<file path="config.mk">
export PLATFORM = sky130hd
export DESIGN_NAME = stepdown_softstart_seq_flat
export DESIGN_NICKNAME = d
export VERILOG_FILES = /design/src/rtl/stepdown_softstart_seq_if.sv /design/src/rtl/stepdown_softstart_seq.sv /design/src/flat_wrapper.sv
export SDC_FILE = /design/constraint.sdc
export NUM_CORES = 1
export LEC_CHECK = 0
export CORE_ASPECT_RATIO = 1.75
export CORE_MARGIN = 5
export CORE_UTILIZATION = 40
export DETAILED_ROUTE_END_ITERATION = 10
export MAX_ROUTING_LAYER = met4
export PLACE_DENSITY = 0.6
export SYNTH_ARGS = -nofsm -noshare
export SYNTH_HDL_FRONTEND = slang
export SYNTH_SLANG_ARGS = --single-unit
</file>
<file path="constraint.sdc">
create_clock -name clk -period 1.6 [get_ports clk]
set_input_delay 0.32 -clock clk [delete_from_list [all_inputs] [get_ports clk]]
set_output_delay 0.32 -clock clk [all_outputs]
set_load 0.01 [all_outputs]
</file>
<file path="src/rtl/stepdown_softstart_seq_if.sv">
// Control/status bundle between converter enable/protection logic and the soft-start sequencer.
interface stepdown_softstart_seq_if #(
  parameter int unsigned CODE_W = 8
);
  logic              en;
  logic              ocp;
  logic [CODE_W-1:0] ramp_code;
  logic              drv_en;
  logic              ss_done;
  logic              fault;
  logic [1:0]        ss_state;

  modport master (
    output en,
    output ocp,
    input  ramp_code,
    input  drv_en,
    input  ss_done,
    input  fault,
    input  ss_state
  );

  modport slave (
    input  en,
    input  ocp,
    output ramp_code,
    output drv_en,
    output ss_done,
    output fault,
    output ss_state
  );
endinterface

</file>
<file path="src/rtl/stepdown_softstart_seq.sv">
// Soft-start sequencer: ramps the reference code one LSB per PRESCALE clocks to FINAL_CODE,
// gates the power-stage driver, and holds a timed hiccup after an over-current event.
module stepdown_softstart_seq #(
  parameter int unsigned CODE_W     = 8,
  parameter int unsigned PRESCALE   = 16,
  parameter int unsigned FINAL_CODE = 255,
  parameter int unsigned RETRY_CYC  = 1024
) (
  input logic                     clk,
  input logic                     rstb,
  input logic                     CELV,
  input logic                     CELG,
  input logic                     SUB,
  stepdown_softstart_seq_if.slave bus
);

  localparam int unsigned PsW = (PRESCALE > 1) ? $clog2(PRESCALE) : 1;
  localparam int unsigned RtW = (RETRY_CYC > 1) ? $clog2(RETRY_CYC) : 1;

  localparam logic [PsW-1:0]    PsLast    = PsW'(PRESCALE - 1);
  localparam logic [RtW-1:0]    RtLast    = RtW'(RETRY_CYC - 1);
  localparam logic [CODE_W-1:0] CodeFinal = CODE_W'(FINAL_CODE);

  typedef enum logic [1:0] {
    StIdle  = 2'b00,
    StRamp  = 2'b01,
    StDone  = 2'b10,
    StFault = 2'b11
  } state_e;

  state_e            state_q, state_d;
  logic [CODE_W-1:0] code_q, code_d;
  logic [CODE_W-1:0] code_inc;
  logic [PsW-1:0]    ps_q, ps_d;
  logic [RtW-1:0]    rt_q, rt_d;

  // Supply/substrate pins exist only for the cell netlist.
  logic unused_supply;
  assign unused_supply = ^{CELV, CELG, SUB};

  assign code_inc = code_q + 1'b1;

  always_ff @(posedge clk or negedge rstb) begin
    if (!rstb) begin
      state_q <= StIdle;
      code_q  <= '0;
      ps_q    <= '0;
      rt_q    <= '0;
    end else begin
      state_q <= state_d;
      code_q  <= code_d;
      ps_q    <= ps_d;
      rt_q    <= rt_d;
    end
  end

  always_comb begin
    state_d = state_q;
    code_d  = code_q;
    ps_d    = ps_q;
    rt_d    = rt_q;
    case (state_q)
      StIdle: begin
        code_d = '0;
        if (bus.en) begin
          state_d = StRamp;
          ps_d    = '0;
        end
      end
      StRamp, StDone: begin
        if (bus.ocp) begin
          // Protection wins over a simultaneous disable.
          state_d = StFault;
          code_d  = '0;
          ps_d    = '0;
          rt_d    = '0;
        end else if (!bus.en) begin
          state_d = StIdle;
          code_d  = '0;
          ps_d    = '0;
        end else if (state_q == StDone) begin
          code_d = CodeFinal;
        end else if (ps_q == PsLast) begin
          ps_d   = '0;
          code_d = code_inc;
          if (code_inc == CodeFinal) begin
            state_d = StDone;
          end
        end else begin
          ps_d = ps_q + 1'b1;
        end
      end
      StFault: begin
        code_d = '0;
        if (bus.ocp) begin
          rt_d = '0;
        end else if (rt_q == RtLast) begin
          state_d = StIdle;
          rt_d    = '0;
        end else begin
          rt_d = rt_q + 1'b1;
        end
      end
      default: begin
        state_d = StIdle;
        code_d  = '0;
        ps_d    = '0;
        rt_d    = '0;
      end
    endcase
  end

  always_comb begin
    bus.ramp_code = code_q;
    bus.drv_en    = (state_q == StRamp) || (state_q == StDone);
    bus.ss_done   = (state_q == StDone);
    bus.fault     = (state_q == StFault);
    bus.ss_state  = state_q;
  end

  a_code_max: assert property (@(posedge clk) disable iff (!rstb) code_q <= CodeFinal);
  a_done_code: assert property (@(posedge clk) disable iff (!rstb)
                                (state_q == StDone) |-> (code_q == CodeFinal));

endmodule

</file>
<file path="src/flat_wrapper.sv">
// flat-port wrapper written by rule: the top's interface ports become plain ports
module stepdown_softstart_seq_flat 
#(
  parameter int unsigned CODE_W     = 8,
  parameter int unsigned PRESCALE   = 16,
  parameter int unsigned FINAL_CODE = 255,
  parameter int unsigned RETRY_CYC  = 1024
)
  (clk, rstb, CELV, CELG, SUB, bus_en, bus_ocp, bus_ramp_code, bus_drv_en, bus_ss_done, bus_fault, bus_ss_state);
  stepdown_softstart_seq_if #(.CODE_W(CODE_W)) bus_i ();
  input logic clk;
  input logic rstb;
  input logic CELV;
  input logic CELG;
  input logic SUB;
  input wire logic [$bits(bus_i.en)-1:0] bus_en;
  input wire logic [$bits(bus_i.ocp)-1:0] bus_ocp;
  output wire logic [$bits(bus_i.ramp_code)-1:0] bus_ramp_code;
  output wire logic [$bits(bus_i.drv_en)-1:0] bus_drv_en;
  output wire logic [$bits(bus_i.ss_done)-1:0] bus_ss_done;
  output wire logic [$bits(bus_i.fault)-1:0] bus_fault;
  output wire logic [$bits(bus_i.ss_state)-1:0] bus_ss_state;
  assign bus_i.en = bus_en;
  assign bus_i.ocp = bus_ocp;
  assign bus_ramp_code = bus_i.ramp_code;
  assign bus_drv_en = bus_i.drv_en;
  assign bus_ss_done = bus_i.ss_done;
  assign bus_fault = bus_i.fault;
  assign bus_ss_state = bus_i.ss_state;
  stepdown_softstart_seq #(.CODE_W(CODE_W), .PRESCALE(PRESCALE), .FINAL_CODE(FINAL_CODE), .RETRY_CYC(RETRY_CYC)) u_core (.clk(clk), .rstb(rstb), .CELV(CELV), .CELG(CELG), .SUB(SUB), .bus(bus_i));
endmodule
</file>
---- Word level (Yosys, flattened, before mapping) ----
Cells that the tools add are included.
operators by class
  add/subtract/negate cells ............... 3
  equal/unequal tests ..................... 14
  multiplexer cells ....................... 24
  reductions and logical operators ........ 9
operators by type and width
  kind                                           number
  two-way mux 8 bit                              4
  two-way mux 10 bit                             3
  two-way mux 4 bit                              5
  case mux 10 bit (2 select lines)               1
  two-way mux 2 bit                              8
  case mux 8 bit (2 select lines)                1
  adder 10 x 1 -> 10 bit, second input constant  1
  == test 10 bit, second input constant          1
  adder 8 x 1 -> 8 bit, second input constant    1
  == test 8 bit, second input constant           1
  != test 4 x 3 -> 1 bit, second input constant  2
  case mux 4 bit (2 select lines)                1
  != test 2 bit, second input constant           3
  case mux 2 bit (3 select lines)                1
  AND reduction 6 bit                            1
  != test 5 x 4 -> 1 bit, second input constant  1
  adder 4 x 1 -> 4 bit, second input constant    1
  == test 2 bit, second input constant           2
  == test 4 bit, second input constant           1
  != test 4 bit, second input constant           1
  nonzero test 2 bit                             2
  OR reduction 2 bit                             2
  AND reduction 3 bit                            1
  == test 2 x 1 -> 1 bit, second input constant  1
  4 further kinds                                4
storage, ports and cells
  register bits ........................... 24
  input bits .............................. 7

---- Logic depth before layout (Yosys ltp) ----
  depth in word-level cells ............... 8
  mapped depth ............................ 8

---- Worst setup path after synthesis ----
OpenSTA, ideal clock, no wires.
  kind .................................... reg-to-reg
  from .................................... register u_core.state_q[0] (netlist: u_core.bus.ss_state[0])
  to ...................................... register u_core.rt_q[1]
  library setup time ...................... 0.137 ns
  data arrival time ....................... 1.754 ns
  setup slack ............................. -0.291 ns
  cell stages (with the launch flop) ...... 8
  buffers on the path ..................... 2
  path through ............................ dfrtp_1 -> inv_1 -> ha_1 -> buf_2 -> mux2i_1 -> clkbuf_1 -> nand2b_1 -> o21ai_1
between the ends
  cells in the longest elaborated chain, start to end .. 4
ends and longest elaborated chain
  element                                                               line                          RTL
  from (decl)                                                           stepdown_softstart_seq.sv:31  state_e state_q, state_d;
  from (signal assigned)                                                stepdown_softstart_seq.sv:45  state_q <= StIdle;
  from (signal assigned)                                                stepdown_softstart_seq.sv:50  state_q <= state_d;
  == test 2 bit or == test 2 x 1 -> 1 bit (tied branches)               stepdown_softstart_seq.sv:62  case (state_q)
  OR reduction 2 bit                                                    stepdown_softstart_seq.sv:62
  != test 2 bit (no source line) or nonzero test 2 bit (tied branches)  n/a
  AND reduction 2 bit (no source line)                                  n/a
  to (signal assigned)                                                  stepdown_softstart_seq.sv:53  rt_q <= rt_d;
  to (decl)                                                             stepdown_softstart_seq.sv:35  logic [RtW-1:0] rt_q, rt_d;
Several ways; a longest one is shown, not always the timed one.
A chain may end at the register's enable or synchronous reset.

---- Worst setup path in the final report ----
  from .................................... register u_core.rt_q[1]
  to ...................................... register u_core.rt_q[4]
between the ends
  cells in the longest elaborated chain, start to end .. 4
ends and longest elaborated chain
  element                                                   line                                                         RTL
  adder 10 x 1 -> 10 bit or == test 10 bit (tied branches)  stepdown_softstart_seq.sv:101, stepdown_softstart_seq.sv:97
  two-way mux 10 bit *                                      stepdown_softstart_seq.sv:97                                 end else if (rt_q == RtLast) begin
  two-way mux 10 bit *                                      stepdown_softstart_seq.sv:95                                 if (bus.ocp) begin
  case mux 10 bit (2 select lines) *                        stepdown_softstart_seq.sv:62
Mark *: on every way between the ends. The rest lies on a longest branch, timed or not.

==> impl_metrics.tcl <==
set metrics [dict create \
    path_cells "ha_2 > nand3_4 > o311ai_4 > buf_6 > a31oi_1 > o21ai_1 > o21ai_1" \
    die_x_um 54.9 \
    dp_hpwl_mm 2.74 \
    setup_viol 0 \
    ys_ff_latch 24 \
    slew_headroom_pct 78.0 \
    die_area_um2 4870 \
    hold_slack_ns 0.412 \
    fin_cells 251 \
    run_status "completed" \
    dr.pass1.iters 4 \
    yosysUniqueCellTypes 36 \
    hold_viol 0 \
    r2r_cells 7 \
    leakage_nw 0.976 \
    cts_buffer_depth 2 \
    gp_congestion 0.810 \
    p_total_mw 2.90 \
    numCtsBuffers 3 \
    syn_avg_cell_area_um2 9.18 \
    cp_num_buf_inv 1 \
    synth_nets 169 \
    path_class "flop to flop" \
    p_per_area_nw_per_um2 1360 \
    finalSetupTns_ns 0 \
    cp_common_cell "o21ai_1" \
    syn2layout_area_growth_pct 51.1 \
    clkSlewWorstSetupHoldPaths_ns 0.09 \
    ant_nets 0 \
    wl_mm 3.63 \
    core_um2 3400 \
    grt_max_degree 25 \
    min_path_type "input port to asynchronous set/reset pin" \
    path_max_fanout 7 \
    grt_pass1_wl_mm 5.80 \
    crit_path_end_kind "flop" \
    start_util_pct 41.6 \
    clockRootBuffer "clkbuf_8" \
    wl_per_cell_um 14.5 \
    netlist_area_um2 1410 \
    crit_cells 7 \
    netlist_instances 154 \
    worst_slew_pin_slew_ns 0.331 \
    path_delay_family "compound AO/OA/AOI/OAI gates" \
    fin_nets 222 \
    vias 1333 \
    required_ns 1.76 \
    clk_latency_ns 0.26 \
    seq_area_frac_synth_pct 42.5 \
    critPathMaxStageDelay_ns 0.38 \
    clock_sinks 24 \
    finalCritPeriodShare_pct 96.6 \
    cap_violations 0 \
    synth_warnings 0 \
    cts_tree "yes" \
    pin_count 20 \
    overflow 0 \
    drt_iter0_drc 12 \
    fp.dieH_um 88.7 \
    period_minus_slack_ns 1.55 \
    clock_skew_ns 0.00181 \
    crit_path_start_kind "flop" \
    drcViolationCount 0 \
    io_buffers 16 \
    drive_gt1_share_pct 34.0 \
    cts_max_level 1 \
    slowest_stage "dfrtp_1" \
    utilization_pct 62.8 \
    vdd_drop_max_mv 1.11 \
    antenna_found_initial 0 \
    grt_pass1_vias 1337 \
    timing.fmax_mhz 647 \
    diodes 0 \
    vias_per_cell 5.31 \
    rsz0062_at_grt "yes" \
    dp.cells 241 \
    rows 28 \
    worstPathArrival_ns 1.70 \
    finalMaxSlewViolations 0 \
    grt.total_usage_pct 16.6 \
]
metal layers:
| layer | track usage (%) | up-vias | wire [um] |
|---|---|---|---|
| met5 | - | - | 0 |
| met4 | 7.52 | 0 | 49 |
| met3 | 1.85 | 4 | 105 |
| met2 | 29.5 | 20 | 2080 |
| met1 | 17.4 | 649 | 1390 |
| li1 | - | 660 | - |
final cells by class:
type / count / area (um2)
Sequential cell: 24 / 603
Inverter: 8 / 30.0
Clock inverter: 1 / 30.0
Clock buffer: 3 / 41.3
Tap cell: 45 / 56.3
Fill cell: 304 / 1260
Multi-Input combinational cell: 117 / 915
Timing Repair Buffer: 53 / 460
kinds of logic after synthesis:
kind of cell             count (synthesis)  synth area share, %
multiplexers                             3                 2.12
adder cells (fa/ha/maj)                  8                 7.08
buffers and inverters                   13                 3.72
AO/OA/AOI/OAI                           46                 20.4
XOR/XNOR                                 8                 4.96
AND/OR/NAND/NOR                         52                 19.3
flip-flops                              24                 42.5
registers in the layout, summed over array words and instances, names as in the netlist:
signal and cells:
u_core.bus.ss_state 2, u_core.bus.ramp_code 8, u_core.rt_q 10, u_core.ps_q 4
timing repair:
item,CTS,global route
cloned,0,0
endpoints found under the setup margin,16,23
pin swaps,5,6
setup buffers,1,5
gates resized for setup,17,28
hold buffers,0,0
synth_stat cells (all sizes together):
master,number,area [um2]
o221ai,1,8.76
mux2i,3,30.0
and4,1,8.76
o41ai,1,8.76
inv,8,30.0
o311ai,2,35.0
nand3b,2,15.0
nor3,2,10.0
xor2,4,35.0
buf,3,15.0
o211ai,1,7.51
nand2b,3,18.8
nand4,5,46.3
xnor2,4,35.0
a21o,1,7.51
nand2,16,60.1
or2,1,6.26
and3,3,18.8
o31ai,3,22.5
clkbuf,2,7.51
nor2b,1,6.26
ha,8,100
nor4,1,6.26
a31oi,3,18.8
nand3,8,40.0
dfrtp,24,601
o32a,1,10.0
nor2,9,36.3
a21oi,11,58.8
o21ai,22,110
through the flow:
step / instance area (um2) / worst slack, ns
after CTS: 1970 / 0.00187
after floorplan: 1480 / -0.0376
final: 2140 / 0.0549
after global routing: 2140 / -0.0593
after detailed placement: 1880 / -0.210
after global placement: 1880 / -0.176
power by group:
group	internal (mW)	leakage (nW)	switching, mW
sequential	0.688	0.327	0.0595
combinational	0.829	0.614	0.785
clock	0.334	0.0357	0.204
path summary, 6_finish.rpt:
path                                            start                             endpoint  slack, ns
setup / recovery           u_core.rt_q[1]$_DFFE_PN0P_           u_core.rt_q[4]$_DFFE_PN0P_       0.05
hold / removal                                   rstb  u_core.bus.ramp_code[3]$_DFFE_PN0P_       0.41
setup reg to reg           u_core.rt_q[1]$_DFFE_PN0P_           u_core.rt_q[4]$_DFFE_PN0P_       0.05
hold reg to reg            u_core.ps_q[3]$_DFFE_PN0P_           u_core.ps_q[3]$_DFFE_PN0P_       0.51
max in group asynchronous                        rstb  u_core.bus.ramp_code[2]$_DFFE_PN0P_       0.92
min in group clk           u_core.ps_q[3]$_DFFE_PN0P_           u_core.ps_q[3]$_DFFE_PN0P_       0.51
cell usage in the layout (no fill, tap or decap), types with 3 or more instances in the layout:
master	Yosys	routed
ha_2	0	3
xnor2_1	4	4
nand4_1	4	4
nand3_1	8	7
nand2_1	16	15
o21ai_0	4	4
dlymetal6s2s_1	0	3
inv_1	7	5
dfrtp_1	24	22
clkdlybuf4s50_1	0	7
o21ai_1	18	17
inv_2	1	3
dlygate4sd2_1	0	3
clkbuf_8	0	3
a31oi_1	3	3
nor2_1	8	7
xor2_1	4	4
ha_4	0	3
a21oi_1	10	10
buf_4	0	32
buf_6	0	4
No activity file was read; power rests on OpenSTA's default activity.
